===== src/rtl/fetch_pc_unit.sv =====
// fetch_pc_unit
//   Instruction-fetch stage. Holds the word-addressed program counter,
//   captures the fetched instruction into the IF/ID register and computes
//   the branch target from the ID-stage offset (already in words, added
//   unscaled). Stall freezes the stage; a taken branch/jump from a valid
//   IF/ID entry redirects the PC and inserts exactly one bubble.
//
// Ports
//   clk            rising-edge clock
//   reset          synchronous active-high reset
//   stall          hold pc, IF/ID and redirect_count
//   branch_taken   ID branch decision for the IF/ID instruction
//   jump           ID unconditional jump for the IF/ID instruction
//   branch_offset  signed word offset relative to id_pc_plus1
//   jump_target    absolute jump address (words)
//   instr_in       instruction memory data for address pc
//   pc             current fetch address
//   id_instr       IF/ID instruction (0 = NOP)
//   id_pc_plus1    IF/ID address of the next sequential instruction
//   id_valid       IF/ID holds a real instruction
//   branch_target  id_pc_plus1 + branch_offset
//   redirect_count saturating count of taken redirects
module fetch_pc_unit #(
  parameter int unsigned          PC_WIDTH = 32,
  parameter logic [PC_WIDTH-1:0]  RESET_PC = '0
) (
  input  logic                clk,
  input  logic                reset,
  input  logic                stall,
  input  logic                branch_taken,
  input  logic                jump,
  input  logic [PC_WIDTH-1:0] branch_offset,
  input  logic [PC_WIDTH-1:0] jump_target,
  input  logic [31:0]         instr_in,
  output logic [PC_WIDTH-1:0] pc,
  output logic [31:0]         id_instr,
  output logic [PC_WIDTH-1:0] id_pc_plus1,
  output logic                id_valid,
  output logic [PC_WIDTH-1:0] branch_target,
  output logic [15:0]         redirect_count
);

  logic                redirect;
  logic [PC_WIDTH-1:0] redirect_pc;
  logic [PC_WIDTH-1:0] pc_plus1;

  // Gating on id_valid means a bubble can never redirect, even if ID
  // still drives stale branch/jump decisions.
  always_comb begin
    branch_target = id_pc_plus1 + branch_offset;
    redirect      = id_valid & (jump | branch_taken);
    redirect_pc   = jump ? jump_target : branch_target;
    pc_plus1      = pc + {{(PC_WIDTH-1){1'b0}}, 1'b1};
  end

  always_ff @(posedge clk) begin
    if (reset) begin
      pc             <= RESET_PC;
      id_instr       <= '0;
      id_pc_plus1    <= '0;
      id_valid       <= 1'b0;
      redirect_count <= '0;
    end else if (stall) begin
      // hold everything; ID re-asserts branch/jump after the stall
    end else if (redirect) begin
      pc          <= redirect_pc;
      id_instr    <= '0;
      id_pc_plus1 <= '0;
      id_valid    <= 1'b0;
      if (redirect_count != 16'hFFFF)
        redirect_count <= redirect_count + 16'd1;
    end else begin
      pc          <= pc_plus1;
      id_instr    <= instr_in;
      id_pc_plus1 <= pc_plus1;
      id_valid    <= 1'b1;
    end
  end

endmodule


===== config.mk =====
export PLATFORM = sky130hd
export DESIGN_NAME = fetch_pc_unit
export DESIGN_NICKNAME = d
export VERILOG_FILES = /design/src/rtl/fetch_pc_unit.sv
export SDC_FILE = /design/constraint.sdc
export NUM_CORES = 1
export LEC_CHECK = 0
export CAP_MARGIN = 20
export CORE_MARGIN = 4
export CORE_UTILIZATION = 36
export CTS_BUF_LIST = sky130_fd_sc_hd__clkbuf_8 sky130_fd_sc_hd__clkbuf_16
export CTS_CLUSTER_DIAMETER = 60
export DETAILED_ROUTE_END_ITERATION = 10
export GPL_TIMING_DRIVEN = 0
export MAX_ROUTING_LAYER = met4
export PLACE_DENSITY = 0.66
export RECOVER_POWER = 25
export SETUP_SLACK_MARGIN = 0.05
export SYNTH_ARGS = -nofsm -noshare
export SYNTH_HDL_FRONTEND = slang
export SYNTH_SLANG_ARGS = --single-unit

===== constraint.sdc =====
create_clock -name clk -period 10.98 [get_ports clk]
set_clock_uncertainty 0.1 [all_clocks]
set_input_delay 2.745 -clock clk [delete_from_list [all_inputs] [get_ports clk]]
set_output_delay 2.745 -clock clk [all_outputs]
set_load 0.01 [all_outputs]

# Word-level counts from Yosys, hierarchy flattened

Cells that the tools add are included.

Register bits after elaboration: 113
Input bits: 101
Output and inout bits: 145
Logic and storage cells: 18

Add/subtract/negate cells: 3
Equality and inequality tests: 1
Mux-type cells: 5
Bitwise logic cells: 3
Reduce and logical (&&, ||, !) cells: 1

Operator list:

| kind                                                            | count |
|---|---|
| 32-bit two-way mux                                              | 4 |
| 32-bit by 1-bit adder with 32-bit output, second input constant | 1 |
| 32-bit adder                                                    | 1 |
| 16-bit by 1-bit adder with 16-bit output, second input constant | 1 |
| 16-bit inequality test, second input constant                   | 1 |
| 3-bit AND reduction                                             | 1 |
| 1-bit bitwise AND                                               | 1 |
| 1-bit two-way mux                                               | 1 |
| 1-bit inverter                                                  | 1 |
| 1-bit bitwise OR                                                | 1 |

# Logic depth before layout (Yosys ltp)

Depth in word-level cells: 3
Depth in mapped cells: 10
Mapped depth without buffers: 10

# Worst setup path before layout

No wires, ideal clock.

Path type: input port to output port
From: in branch_offset[5]
To: out branch_target[31]
Data arrival time: 4.762 ns
Required time: 8.135 ns
Path slack: 3.373 ns
Stages on the path: 8
Cells stage by stage: ha_1 -> o21a_4 -> or2_4 -> a41oi_4 -> a211o_2 -> a21oi_1 -> or4_1 -> and2_1

Cells in the longest elaborated chain, start to end: 1

Ends and longest elaborated chain:

| item               | RTL line | RTL |
|---|---|---|
| start: declaration | 32       | `input logic [PC_WIDTH-1:0] branch_offset,` |
| 32-bit adder       | 50       | `branch_target = id_pc_plus1 + branch_offset;` |
| end: declaration   | 39       | `output logic [PC_WIDTH-1:0] branch_target,` |

Every way passes these cells.

# Final worst setup path

From: in branch_offset[0]
To: out branch_target[30]

Same word-level chain as after synthesis.

==> key figures <==
Outcome
  • Run status: finished clean

CTS
  • Clk sink count: 113
  • H-tree depth: 4
  • Hold buffers post-CTS: 0
  • # resized after CTS: 0
  • Root buf cell: clkbuf_16
  • Post-CTS Setup Bufs: 0
  • Clock slew at reported path FFs: 50 ps
  • CTS max path bufs: 2
  • Worst-Skew Late Latency: 420 ps
  • CTS buffer count: 17
  • CTS tree: done

Synth
  • YS warnings: 0
  • Largest family of logic cells by synthesized area: simple AND/OR/NAND/NOR gates
  • Xor and xnor area share after synthesis: 0.0861
  • Most used DFF post-synth: dfxtp_1
  • Post-Syn Nets: 1,054
  • Number of synthesized flops with an enable pin: 0
  • Cell variety after synth: 59
  • Mapped Area: 0.00702 mm2
  • Post-Synth Adder-Cell Area: 0.0616
  • Post-Synth Simple-Gate Area: 0.242
  • Syn Inst Count: 919
  • Mapped Avg Cell Area: 7.64 um2
  • Synth Area in Compound Gates: 0.236
  • Seq cells post-synth: 113
  • Post-synthesis sequential area ratio: 0.322
  • Ys async rst share: 0
  • Mux contribution to synthesized area: 0.0150

Placement
  • DP HPWL: 21,200 um
  • Routability Congestion: 0.883
  • Dpl cells: 1,423
  • Port Buffer Count: 244

Floorplan
  • Die Span Y: 148 um
  • Placeable core area: 0.0190 mm2
  • Starting Density: 0.370
  • Die Width: 148 um
  • # IOs: 246
  • Rows: 50
  • Die area: 0.0218 mm2

Global route
  • Largest net degree at the start of global routing: 17
  • First-pass GRT wire length: 42,500 um
  • Total GRT Usage: 0.256
  • Vias in the first global route: 7,481
  • Antenna violations before repair: 1
  • GR Overflow Total: 0

Routing
  • Iter 0 DRT Violations: 620
  • First-pass DRT Iterations: 5
  • WL/cell: 19.3 um
  • Vias: 7,895
  • DRC Markers: 0
  • Final wirelength: 28,000 um
  • DR vias/cell: 5.43
  • Post-route ant nets: 0

STA
  • RSZ-0062 raised after global routing: false
  • Relative slew slack: 0.420
  • Slew Limit Fails: 0
  • Post-route setup TNS: 0 ps
  • Tcrit/Tclk final: 0.828
  • Fin crit period: 9100 ps
  • Worst-margin pin slew: 863 ps
  • Final hold vios: 0
  • # setup viols final: 0
  • Fmax: 110 MHz

Worst setup path
  • Reg2Reg Setup Slack: 7730 ps
  • Slowest CP cell: clkdlybuf4s50_1
  • Setup crit start: branch_offset[0]
  • CP startpoint kind: input port
  • Critical Path End Type: primary output
  • CP cell instances: clkdlybuf4s50_1 > ha_1 > fa_1 > a21o_1 > a31o_2 > nand3_1 > nand4_1 > a31oi_1 > o211ai_1 > xnor2_1 > clkdlybuf4s50_1
  • Data required time of the critical path: 8140 ps
  • Worst EP arrival: 6250 ps
  • Reg2Reg Depth: 9
  • Worst r2r src: id_pc_plus1[1]$_SDFFE_PP0N_
  • Largest stage delay, worst path: 620 ps
  • Cell mode on critical path: clkdlybuf4s50_1
  • Critical path class: in -> out
  • Worst r2r dst: pc[31]$_SDFFE_PP0N_
  • CP max FO: 5

Layout
  • Most frequent cells in the layout: 181 x clkdlybuf4s50_1, 125 x nor2_1, 113 x a21oi_1, 113 x dfxtp_1, 68 x nand2_1
  • Leading cell type in the layout, fill and taps excluded: clkdlybuf4s50_1
  • Layout area overhead: 47.5%
  • Fin cells: 1,453
  • Fraction of layout cells with a size suffix above 1: 0.0386
  • Layout Nets: 1,317
  • Fill cells: 1,834
  • Multi-input logic area: 0.00450 mm2
  • Storage cell area: 0.00226 mm2

Worst hold path
  • Hold_sp: id_instr[24]$_SDFFE_PP0N_
  • Hold EP: id_instr[24]$_SDFFE_PP0N_
  • Hold Crit Class: reg -> reg
  • Hold-critical path depth: 2

Power and ir drop
  • Leak pwr: 4.28 nW
  • Maximum vdd drop: 0.0000966 V
  • Power Dens Cells: 126 mW/mm2

Job
  • Max Cap Viol: 0
==> worst max-delay path by stage <==
stage                   endpoint  slack [ps]  cells after the start
3_5_place_dp   branch_target[30]        1930                     11
2_1_floorplan  branch_target[31]        3370                      8
3_3_place_gp   branch_target[30]        1910                     11
6_report       branch_target[30]        1880                     11
5_1_grt        branch_target[30]        1780                     11
4_1_cts        branch_target[30]        1910                     11
==> state kept, by name (all words and copies together), names as in the netlist <==
| signal | flops |
|---|---|
| id_instr | 32 |
| id_pc_plus1 | 32 |
| id_valid | 1 |
| pc | 32 |
| redirect_count | 16 |
==> synthesized netlist by cell type (all sizes together) (3+ instances only) <==
library cell / instances / share of area
a31oi: 11 / 0.0098
nor2: 125 / 0.067
a22oi: 9 / 0.0096
clkbuf: 44 / 0.024
nor3: 23 / 0.016
dfxtp: 113 / 0.32
inv: 17 / 0.0091
or3: 3 / 0.0027
and2: 10 / 0.0089
a21o: 17 / 0.018
a211oi: 6 / 0.0078
o31ai: 4 / 0.0043
nand4: 16 / 0.014
and3: 44 / 0.039
xor2: 27 / 0.034
and4: 9 / 0.011
a21oi: 113 / 0.081
nand2b: 7 / 0.0062
ha: 33 / 0.059
o211ai: 8 / 0.0093
nand3: 40 / 0.029
mux2: 4 / 0.0064
mux2i: 6 / 0.0086
nand2: 68 / 0.036
buf: 9 / 0.0050
a221oi: 10 / 0.012
o21ai: 58 / 0.041
xnor2: 42 / 0.052
o21a: 8 / 0.0096
a211o: 4 / 0.0053
o21bai: 3 / 0.0032
==> per-layer routing <==
layer  up-vias  GRT usage  part of all wire
met2       360      0.404              0.46
met5         -          -                 0
li1       3834          -                 -
met4         0     0.0834             0.024
met1      3644      0.328              0.44
met3        57     0.0540             0.081
==> cell families (layout without fill, tap and decap cells) <==
family          Yosys count  count (layout)
mux                      10              10
fa+ha+maj                34              34
compound gates          267             267
xor+xnor                 69              69
simple gates            356             356
flops                   113             113
buf+inv                  70             343
other cells               0               1
==> final cells by class <==
type	count	area share
Antenna cell	1	0.000242
Buffer	53	0.0193
Clock buffer	23	0.0490
Clock inverter	6	0.00544
Inverter	17	0.00616
Multi-Input combinational cell	736	0.434
Sequential cell	113	0.218
Tap cell	260	0.0314
Timing Repair Buffer	244	0.236
==> critical path, delay by kind of cell <==
kind	cells	cell delay, ps
fa+ha+maj	2	680
buf+inv	2	1020
xor+xnor	1	370
simple gates	2	330
compound gates	4	1080
==> report_power, final <==
| part | internal (mW) | switching, mW | leakage [nW] | total [mW] |
|---|---|---|---|---|
| clock network | 0.341 | 0.191 | 0.284 | 0.532 |
| logic | 0.154 | 0.163 | 3.07 | 0.317 |
| registers | 0.431 | 0.0233 | 0.925 | 0.455 |
| total | 0.926 | 0.377 | 4.28 | 1.30 |
==> through the flow <==
step	worst slack [ps]	total power, mW	util	instance area, um2	hold slack, ps
CTS	1910	1.31	0.546	10400	387
finish	1880	1.30	0.546	10400	382
floorplan	3370	0.614	-	7020	401
global placement	1910	0.779	0.517	9790	365
detailed placement	1930	0.780	0.517	9790	375
global route	1780	1.36	0.546	10400	405
Power figures use the tool's default switching activity.
